File: src/rtl/writeback_unit.sv
// Writeback stage: queues execute results and drains them one at a time into
// the register bank's toggle-triggered write port. Writes to r15 become a
// one-cycle branch to fetch. Also owns NZCV flags and the pending-write mask
// that issue uses for hazard checks.
//
// state  | meaning
// IDLE   | waiting for a queued result; pops the head when one is present
// SETUP  | addrw/dataOut loaded, trigger flips on the way out
// HOLD   | address/data held stable for HOLD_CYCLES after the flip
// BRANCH | r15 result presented to fetch for exactly one cycle
module writeback_unit #(
  parameter int DEPTH       = 4,
  parameter int HOLD_CYCLES = 2
) (
  input  logic        clk,
  input  logic        rst_n,
  input  logic        resValid,
  output logic        resReady,
  input  logic [3:0]  resAddr,
  input  logic [31:0] resData,
  input  logic        resFlagsWe,
  input  logic [3:0]  resFlags,
  output logic [3:0]  addrw,
  output logic [31:0] dataOut,
  output logic        triggerOutw,
  output logic        branchValid,
  output logic [31:0] branchTarget,
  output logic [3:0]  flagsOut,
  output logic [15:0] pendingMask,
  output logic        busy
);

  localparam int PTR_W = $clog2(DEPTH);
  localparam int CNT_W = PTR_W + 1;
  localparam int HC_W  = $clog2(HOLD_CYCLES + 1);

  typedef enum logic [1:0] {
    S_IDLE   = 2'd0,
    S_SETUP  = 2'd1,
    S_BRANCH = 2'd2,
    S_HOLD   = 2'd3
  } state_t;

  state_t             r_state;
  logic [PTR_W-1:0]   r_wr_ptr;
  logic [PTR_W-1:0]   r_rd_ptr;
  logic [CNT_W-1:0]   r_count;

  logic [3:0]         r_q_addr  [DEPTH];
  logic [31:0]        r_q_data  [DEPTH];
  logic               r_q_fwe   [DEPTH];
  logic [3:0]         r_q_flags [DEPTH];

  logic [3:0]         r_cur_addr;
  logic               r_cur_fwe;
  logic [3:0]         r_cur_flags;
  logic [HC_W-1:0]    r_hold_cnt;

  logic [3:0]         r_addrw;
  logic [31:0]        r_data_out;
  logic               r_trigger;
  logic               r_branch_valid;
  logic [31:0]        r_branch_target;
  logic [3:0]         r_flags;

  logic               w_full;
  logic               w_empty;
  logic               w_push;
  logic               w_pop;
  logic [3:0]         w_head_addr;
  logic [31:0]        w_head_data;
  logic               w_head_fwe;
  logic [3:0]         w_head_flags;
  logic [PTR_W-1:0]   w_off;
  logic [15:0]        w_pending;

  assign w_full  = (r_count == CNT_W'(DEPTH));
  assign w_empty = (r_count == '0);
  // No pass-through: a full FIFO refuses even if the head pops this edge.
  assign w_push  = resValid && !w_full;
  assign w_pop   = (r_state == S_IDLE) && !w_empty;

  assign w_head_addr  = r_q_addr[r_rd_ptr];
  assign w_head_data  = r_q_data[r_rd_ptr];
  assign w_head_fwe   = r_q_fwe[r_rd_ptr];
  assign w_head_flags = r_q_flags[r_rd_ptr];

  // FIFO storage; contents are only meaningful under the count, so no reset.
  always_ff @(posedge clk) begin
    if (w_push) begin
      r_q_addr[r_wr_ptr]  <= resAddr;
      r_q_data[r_wr_ptr]  <= resData;
      r_q_fwe[r_wr_ptr]   <= resFlagsWe;
      r_q_flags[r_wr_ptr] <= resFlags;
    end
  end

  // FIFO pointers and occupancy; pointers wrap naturally at DEPTH.
  always_ff @(posedge clk or negedge rst_n) begin
    if (!rst_n) begin
      r_wr_ptr <= '0;
      r_rd_ptr <= '0;
      r_count  <= '0;
    end else begin
      if (w_push) r_wr_ptr <= r_wr_ptr + PTR_W'(1);
      if (w_pop)  r_rd_ptr <= r_rd_ptr + PTR_W'(1);
      case ({w_push, w_pop})
        2'b10:   r_count <= r_count + CNT_W'(1);
        2'b01:   r_count <= r_count - CNT_W'(1);
        default: r_count <= r_count;
      endcase
    end
  end

  // Drain FSM with registered bank-port, branch and flag outputs.
  always_ff @(posedge clk or negedge rst_n) begin
    if (!rst_n) begin
      r_state         <= S_IDLE;
      r_cur_addr      <= '0;
      r_cur_fwe       <= 1'b0;
      r_cur_flags     <= '0;
      r_hold_cnt      <= '0;
      r_addrw         <= '0;
      r_data_out      <= '0;
      r_trigger       <= 1'b0;
      r_branch_valid  <= 1'b0;
      r_branch_target <= '0;
      r_flags         <= '0;
    end else begin
      r_branch_valid <= 1'b0;
      case (r_state)
        S_IDLE: begin
          if (w_pop) begin
            r_cur_addr  <= w_head_addr;
            r_cur_fwe   <= w_head_fwe;
            r_cur_flags <= w_head_flags;
            if (w_head_addr == 4'd15) begin
              r_branch_target <= w_head_data;
              r_branch_valid  <= 1'b1;
              if (w_head_fwe) r_flags <= w_head_flags;
              r_state <= S_BRANCH;
            end else begin
              r_addrw    <= w_head_addr;
              r_data_out <= w_head_data;
              r_state    <= S_SETUP;
            end
          end
        end
        S_SETUP: begin
          r_trigger  <= ~r_trigger;
          if (r_cur_fwe) r_flags <= r_cur_flags;
          r_hold_cnt <= HC_W'(HOLD_CYCLES);
          r_state    <= S_HOLD;
        end
        S_HOLD: begin
          if (r_hold_cnt <= HC_W'(1)) r_state <= S_IDLE;
          else                        r_hold_cnt <= r_hold_cnt - HC_W'(1);
        end
        S_BRANCH: r_state <= S_IDLE;
        default:  r_state <= S_IDLE;
      endcase
    end
  end

  // Pending writes: every live FIFO slot plus the entry currently draining.
  always_comb begin
    w_pending = '0;
    w_off     = '0;
    for (int j = 0; j < DEPTH; j++) begin
      w_off = PTR_W'(j) - r_rd_ptr;
      if (CNT_W'(w_off) < r_count) w_pending[r_q_addr[j]] = 1'b1;
    end
    if (r_state != S_IDLE) w_pending[r_cur_addr] = 1'b1;
  end

  assign resReady     = !w_full;
  assign addrw        = r_addrw;
  assign dataOut      = r_data_out;
  assign triggerOutw  = r_trigger;
  assign branchValid  = r_branch_valid;
  assign branchTarget = r_branch_target;
  assign flagsOut     = r_flags;
  assign pendingMask  = w_pending;
  assign busy         = !w_empty || (r_state != S_IDLE);

endmodule

File: config.mk
export PLATFORM = sky130hd
export DESIGN_NAME = writeback_unit
export DESIGN_NICKNAME = d
export VERILOG_FILES = /design/src/rtl/writeback_unit.sv
export SDC_FILE = /design/constraint.sdc
export NUM_CORES = 1
export LEC_CHECK = 0
export ABC_AREA = 1
export CORE_MARGIN = 3
export CORE_UTILIZATION = 50
export CTS_CLUSTER_DIAMETER = 200
export DETAILED_ROUTE_END_ITERATION = 8
export GPL_TIMING_DRIVEN = 0
export PLACE_DENSITY = 0.88
export RECOVER_POWER = 50
export SLEW_MARGIN = 20
export SYNTH_ARGS = -nofsm -noshare
export SYNTH_HDL_FRONTEND = slang
export SYNTH_SLANG_ARGS = --single-unit
File: constraint.sdc
create_clock -name clk -period 2.65 [get_ports clk]
set_input_delay 0.6625 -clock clk [delete_from_list [all_inputs] [get_ports clk]]
set_output_delay 0.6625 -clock clk [all_outputs]
set_load 0.01 [all_outputs]
==> results.py <==
metrics = {
    "timing": {
        "worst_hold_slack_across_all_endpoints_ps": 470.3,
        "worst-slew-pin-transition_ps": 2481,
        "fin_crit_ps": 3117,
        "fmax_ghz": 0.3209,
        "slew_violations": 46,
        "timing.clock.skew_ps": 12.28,
        "setup_slack_ps": -466.6,
        "unrepaired_setup_endpoints_after_global_routing": "true",
        "finalSetupViolations": 81,
        "tns_ps": -13000,
        "layout_worst_path_cycle_share_pct": 117.6,
        "maxSlewHeadroom_pct": -65.40,
        "hold_viol": 0,
    },
    "clocking": {
        "clock_latency_ps": 520,
        "clk_pin_slew_worst_paths_ps": 70,
        "clock_path_buffers": 3,
        "cts_num_sinks": 258,
        "clockRootBuffer": "sky130_fd_sc_hd__clkbuf_16",
        "cts_buffers": 25,
        "cts_tree": "built",
        "htree_levels": 1,
    },
    "finish": {
        "multiInputGateArea_um2": 3266,
        "nNetsFinal": 1266,
        "area.sequential_um2": 7279,
        "n_fill_cell": 1537,
        "area_delta_synth_final_pct": 28.04,
        "layout.cells.non_filler": 1508,
        "ratio_of_cells_with_drive_above_1_in_the_final_layout_pct": 12.28,
        "layout.cell_area.non_filler_um2": 13790,
        "post-route-util_pct": 65.39,
    },
    "hold_path": {
        "min_path_cells": 1,
        "hold_path_end": "triggerOutw",
        "hold_class": "reg2reg",
        "holdCritStartpoint": "triggerOutw",
    },
    "die": {
        "placement_rows": 53,
        "die_w_um": 152.8,
        "initial_utilization_pct": 51.07,
        "die_h_um": 152.8,
        "die-area_um2": 23340,
        "fp.coreArea_um2": 21090,
        "top_level_ports": 136,
    },
    "synth": {
        "syn-mean-instance-area_um2": 10.50,
        "yosysTopAreaCellShare_pct": 45.73,
        "postSynth.topFlopCell": "sky130_fd_sc_hd__edfxtp_1",
        "number_of_nets_in_the_synthesized_netlist": 1081,
        "synth_edf_count": 164,
        "postSynthRegisterBits": 258,
        "synth_area_um2": 10770,
        "synthCells": 1026,
        "async_reset_ff_share_pct": 36.43,
        "yosys.area.top_type": "sky130_fd_sc_hd__edfxtp_1",
        "seq_area_frac_synth_pct": 67.57,
        "netlist-cell-type-count": 30,
        "yosysWarningCount": 0,
        "synth_area_leaders": "sky130_fd_sc_hd__edfxtp_1, sky130_fd_sc_hd__dfrtp_1, sky130_fd_sc_hd__nand2_1",
    },
    "detailed_routing": {
        "postRouteAntennaNets": 0,
        "vias_per_cell": 5.464,
        "vias": 8239,
        "initialDrtViolationCount": 650,
        "routedWlPerCell_um": 18.46,
        "drt_pass1_iterations": 5,
        "totalWireLength_um": 27850,
        "route.detailed.drc": 0,
    },
    "power": {
        "totalPowerFinal_mw": 16.75,
        "power.net_switching_mw": 6.375,
        "clockPowerShare_pct": 21.7,
        "ir_drop_mv": 0.6429,
        "power_per_cell_area_nw_per_um2": 1215,
        "share_comb_of_total_power_pct": 42.0,
        "power_report.internal_total_mw": 10.38,
        "p_seq_share_pct": 36.3,
        "power.share.switching_pct": 38.06,
        "p_leak_nw": 5.793,
    },
    "global_routing": {
        "grt.overflow.total": 0,
        "number_of_antenna_violations_at_the_first_check_in_global_routing": 4,
        "first_global_vias": 8329,
        "global_route.usage.total_pct": 23.40,
        "maximum_number_of_pins_on_one_net_before_global_route_repair": 51,
        "first_pass_grt_wire_length_um": 43530,
    },
    "placement": {
        "weighted_congestion_reported_at_the_end_of_routability_driven_placement": 0.8801,
        "place_hpwl_um": 18440,
        "placement.setup.worst_slack_ps": -971.4,
        "postPlaceCellArea_um2": 12670,
        "dpl.cell_count": 1442,
        "io_buffer_count": 135,
    },
    "critical_path": {
        "critical_path_peak_fanout": 4,
        "timing.setup.critical_path_class": "reg2out",
        "required_ps": 1990,
        "rr_startpoint": "r_state[1]",
        "timing.reg2reg.worst_path_depth": 9,
        "timing.critical_path.to_type": "output port",
        "critPathLaunchType": "register",
        "r2r_end": "r_count[2]",
        "worst-endpoint-arrival_ps": 2450,
        "regToRegSetupSlack_ps": -340,
    },
    "outcome": {
        "status": "finished with violations",
        "violations": "max-capacitance violations, max-slew violations, negative setup slack",
    },
    "run": {
        "timing.max_cap.violations": 1,
    },
}
==> synth_stat cells (4+ instances only) <==
| cell | number |
|---|---|
| sky130_fd_sc_hd__nand4_1 | 20 |
| sky130_fd_sc_hd__ha_1 | 10 |
| sky130_fd_sc_hd__clkbuf_1 | 15 |
| sky130_fd_sc_hd__edfxtp_1 | 164 |
| sky130_fd_sc_hd__dfrtp_1 | 94 |
| sky130_fd_sc_hd__inv_2 | 4 |
| sky130_fd_sc_hd__nor3_1 | 7 |
| sky130_fd_sc_hd__inv_1 | 64 |
| sky130_fd_sc_hd__o21ai_1 | 10 |
| sky130_fd_sc_hd__nand3_1 | 94 |
| sky130_fd_sc_hd__nand2_1 | 372 |
| sky130_fd_sc_hd__a21oi_1 | 4 |
| sky130_fd_sc_hd__a22oi_1 | 32 |
| sky130_fd_sc_hd__buf_2 | 12 |
| sky130_fd_sc_hd__buf_4 | 8 |
| sky130_fd_sc_hd__xor2_1 | 4 |
| sky130_fd_sc_hd__o21ai_0 | 46 |
| sky130_fd_sc_hd__nor2_1 | 46 |
==> final cells by class <==
class                   instances  share of cell area (%)
inverters                      70                   1.942
well taps                     275                   2.495
flip-flops and latches        258                   52.79
clock inverters                11                   1.279
plain buffers                  36                   1.597
repair buffers                161                   11.34
diodes                          3                 0.05445
clock buffers                  35                   4.809
multi-input cells             659                   23.68
==> cells in the final DEF, fill, tap and decap left out, types with 26 or more instances in the layout <==
cell type,synthesis,final
sky130_fd_sc_hd__a22oi_1,32,32
sky130_fd_sc_hd__buf_2,12,26
sky130_fd_sc_hd__clkdlybuf4s50_1,0,73
sky130_fd_sc_hd__dfrtp_1,94,92
sky130_fd_sc_hd__dlygate4sd3_1,0,45
sky130_fd_sc_hd__edfxtp_1,164,164
sky130_fd_sc_hd__inv_1,64,61
sky130_fd_sc_hd__nand2_1,372,357
sky130_fd_sc_hd__nand3_1,94,92
sky130_fd_sc_hd__nor2_1,46,39
sky130_fd_sc_hd__o21ai_0,46,43
==> flip-flops by register name, indices dropped and copies added, names as in the netlist <==
name,flops
addrw,4
branchTarget,32
branchValid,1
dataOut,32
flagsOut,4
r_count,3
r_cur_addr,4
r_cur_flags,4
r_cur_fwe,1
r_hold_cnt,2
r_q_addr,16
r_q_data,128
r_q_flags,16
r_q_fwe,4
r_rd_ptr,2
r_state,2
r_wr_ptr,2
triggerOutw,1
==> cell families (layout without fill, tap and decap cells) <==
group,Yosys count,in the layout,share of synthesized area [%]
buffers and inverters,109,313,4.427
adders and majority gates,11,11,1.348
other,0,3,0
AOI/OAI and AO/OA,95,95,5.205
and+or+nand+nor,548,548,21.04
DFF,258,258,67.57
xor gates and xnor gates,5,5,0.4066
==> how the worst max path moves through the flow <==
stage	from	end	slack [ps]	depth (start not counted)
finish	r_rd_ptr[0]	pendingMask[1]	-470	15
global route	r_rd_ptr[0]	pendingMask[11]	-580	13
CTS	r_rd_ptr[0]	pendingMask[9]	-530	14
detailed placement	r_rd_ptr[0]	pendingMask[1]	-970	16
global placement	rst_n	branchTarget[28]	-2540	1
floorplan	resValid	r_q_addr[0][0]	-360	2
==> worst max-delay path, cell delays in order (launching register included) <==
cell                      delay (ps)
sky130_fd_sc_hd__dfrtp_2         450
sky130_fd_sc_hd__nor2_4          180
sky130_fd_sc_hd__buf_12          130
sky130_fd_sc_hd__inv_4            30
sky130_fd_sc_hd__nand2_4          70
sky130_fd_sc_hd__inv_4            50
sky130_fd_sc_hd__ha_4            210
sky130_fd_sc_hd__nand3_4         110
sky130_fd_sc_hd__nand2_8          90
sky130_fd_sc_hd__nor2_4          140
sky130_fd_sc_hd__buf_6           120
sky130_fd_sc_hd__nand2_2          40
sky130_fd_sc_hd__o21ai_2          70
sky130_fd_sc_hd__inv_1            60
sky130_fd_sc_hd__nand4_1          60
sky130_fd_sc_hd__buf_2           130
==> per-layer routing <==
metal  global-route usage [%]  part of all wire (%)
met3                    3.635                   6.1
met1                    30.58                    41
met5                        0                 0.050
met4                    7.891                   2.9
met2                    40.32                    50
==> repair_timing <==
action                                  4_1_cts  5_1_grt
setup buffers                                19        1
pin swaps                                    26       22
endpoints found under the setup margin       18       17
gates cloned                                  0        0
resized for setup                           116       21
hold buffers                                  0        0
==> power groups by stage <==
| stage | clock [mW] | combinational [mW] | sequential (mW) |
|---|---|---|---|
| 2_1_floorplan | 0 | 3.33 | 6.26 |
| 3_5_place_dp | 0 | 6.39 | 6.10 |
| 5_1_grt | 3.84 | 7.68 | 6.19 |
| 3_3_place_gp | 0 | 6.07 | 6.13 |
| 4_1_cts | 3.66 | 6.94 | 6.05 |
| 6_report | 3.64 | 7.04 | 6.08 |
No activity file was read; power rests on OpenSTA's default activity.
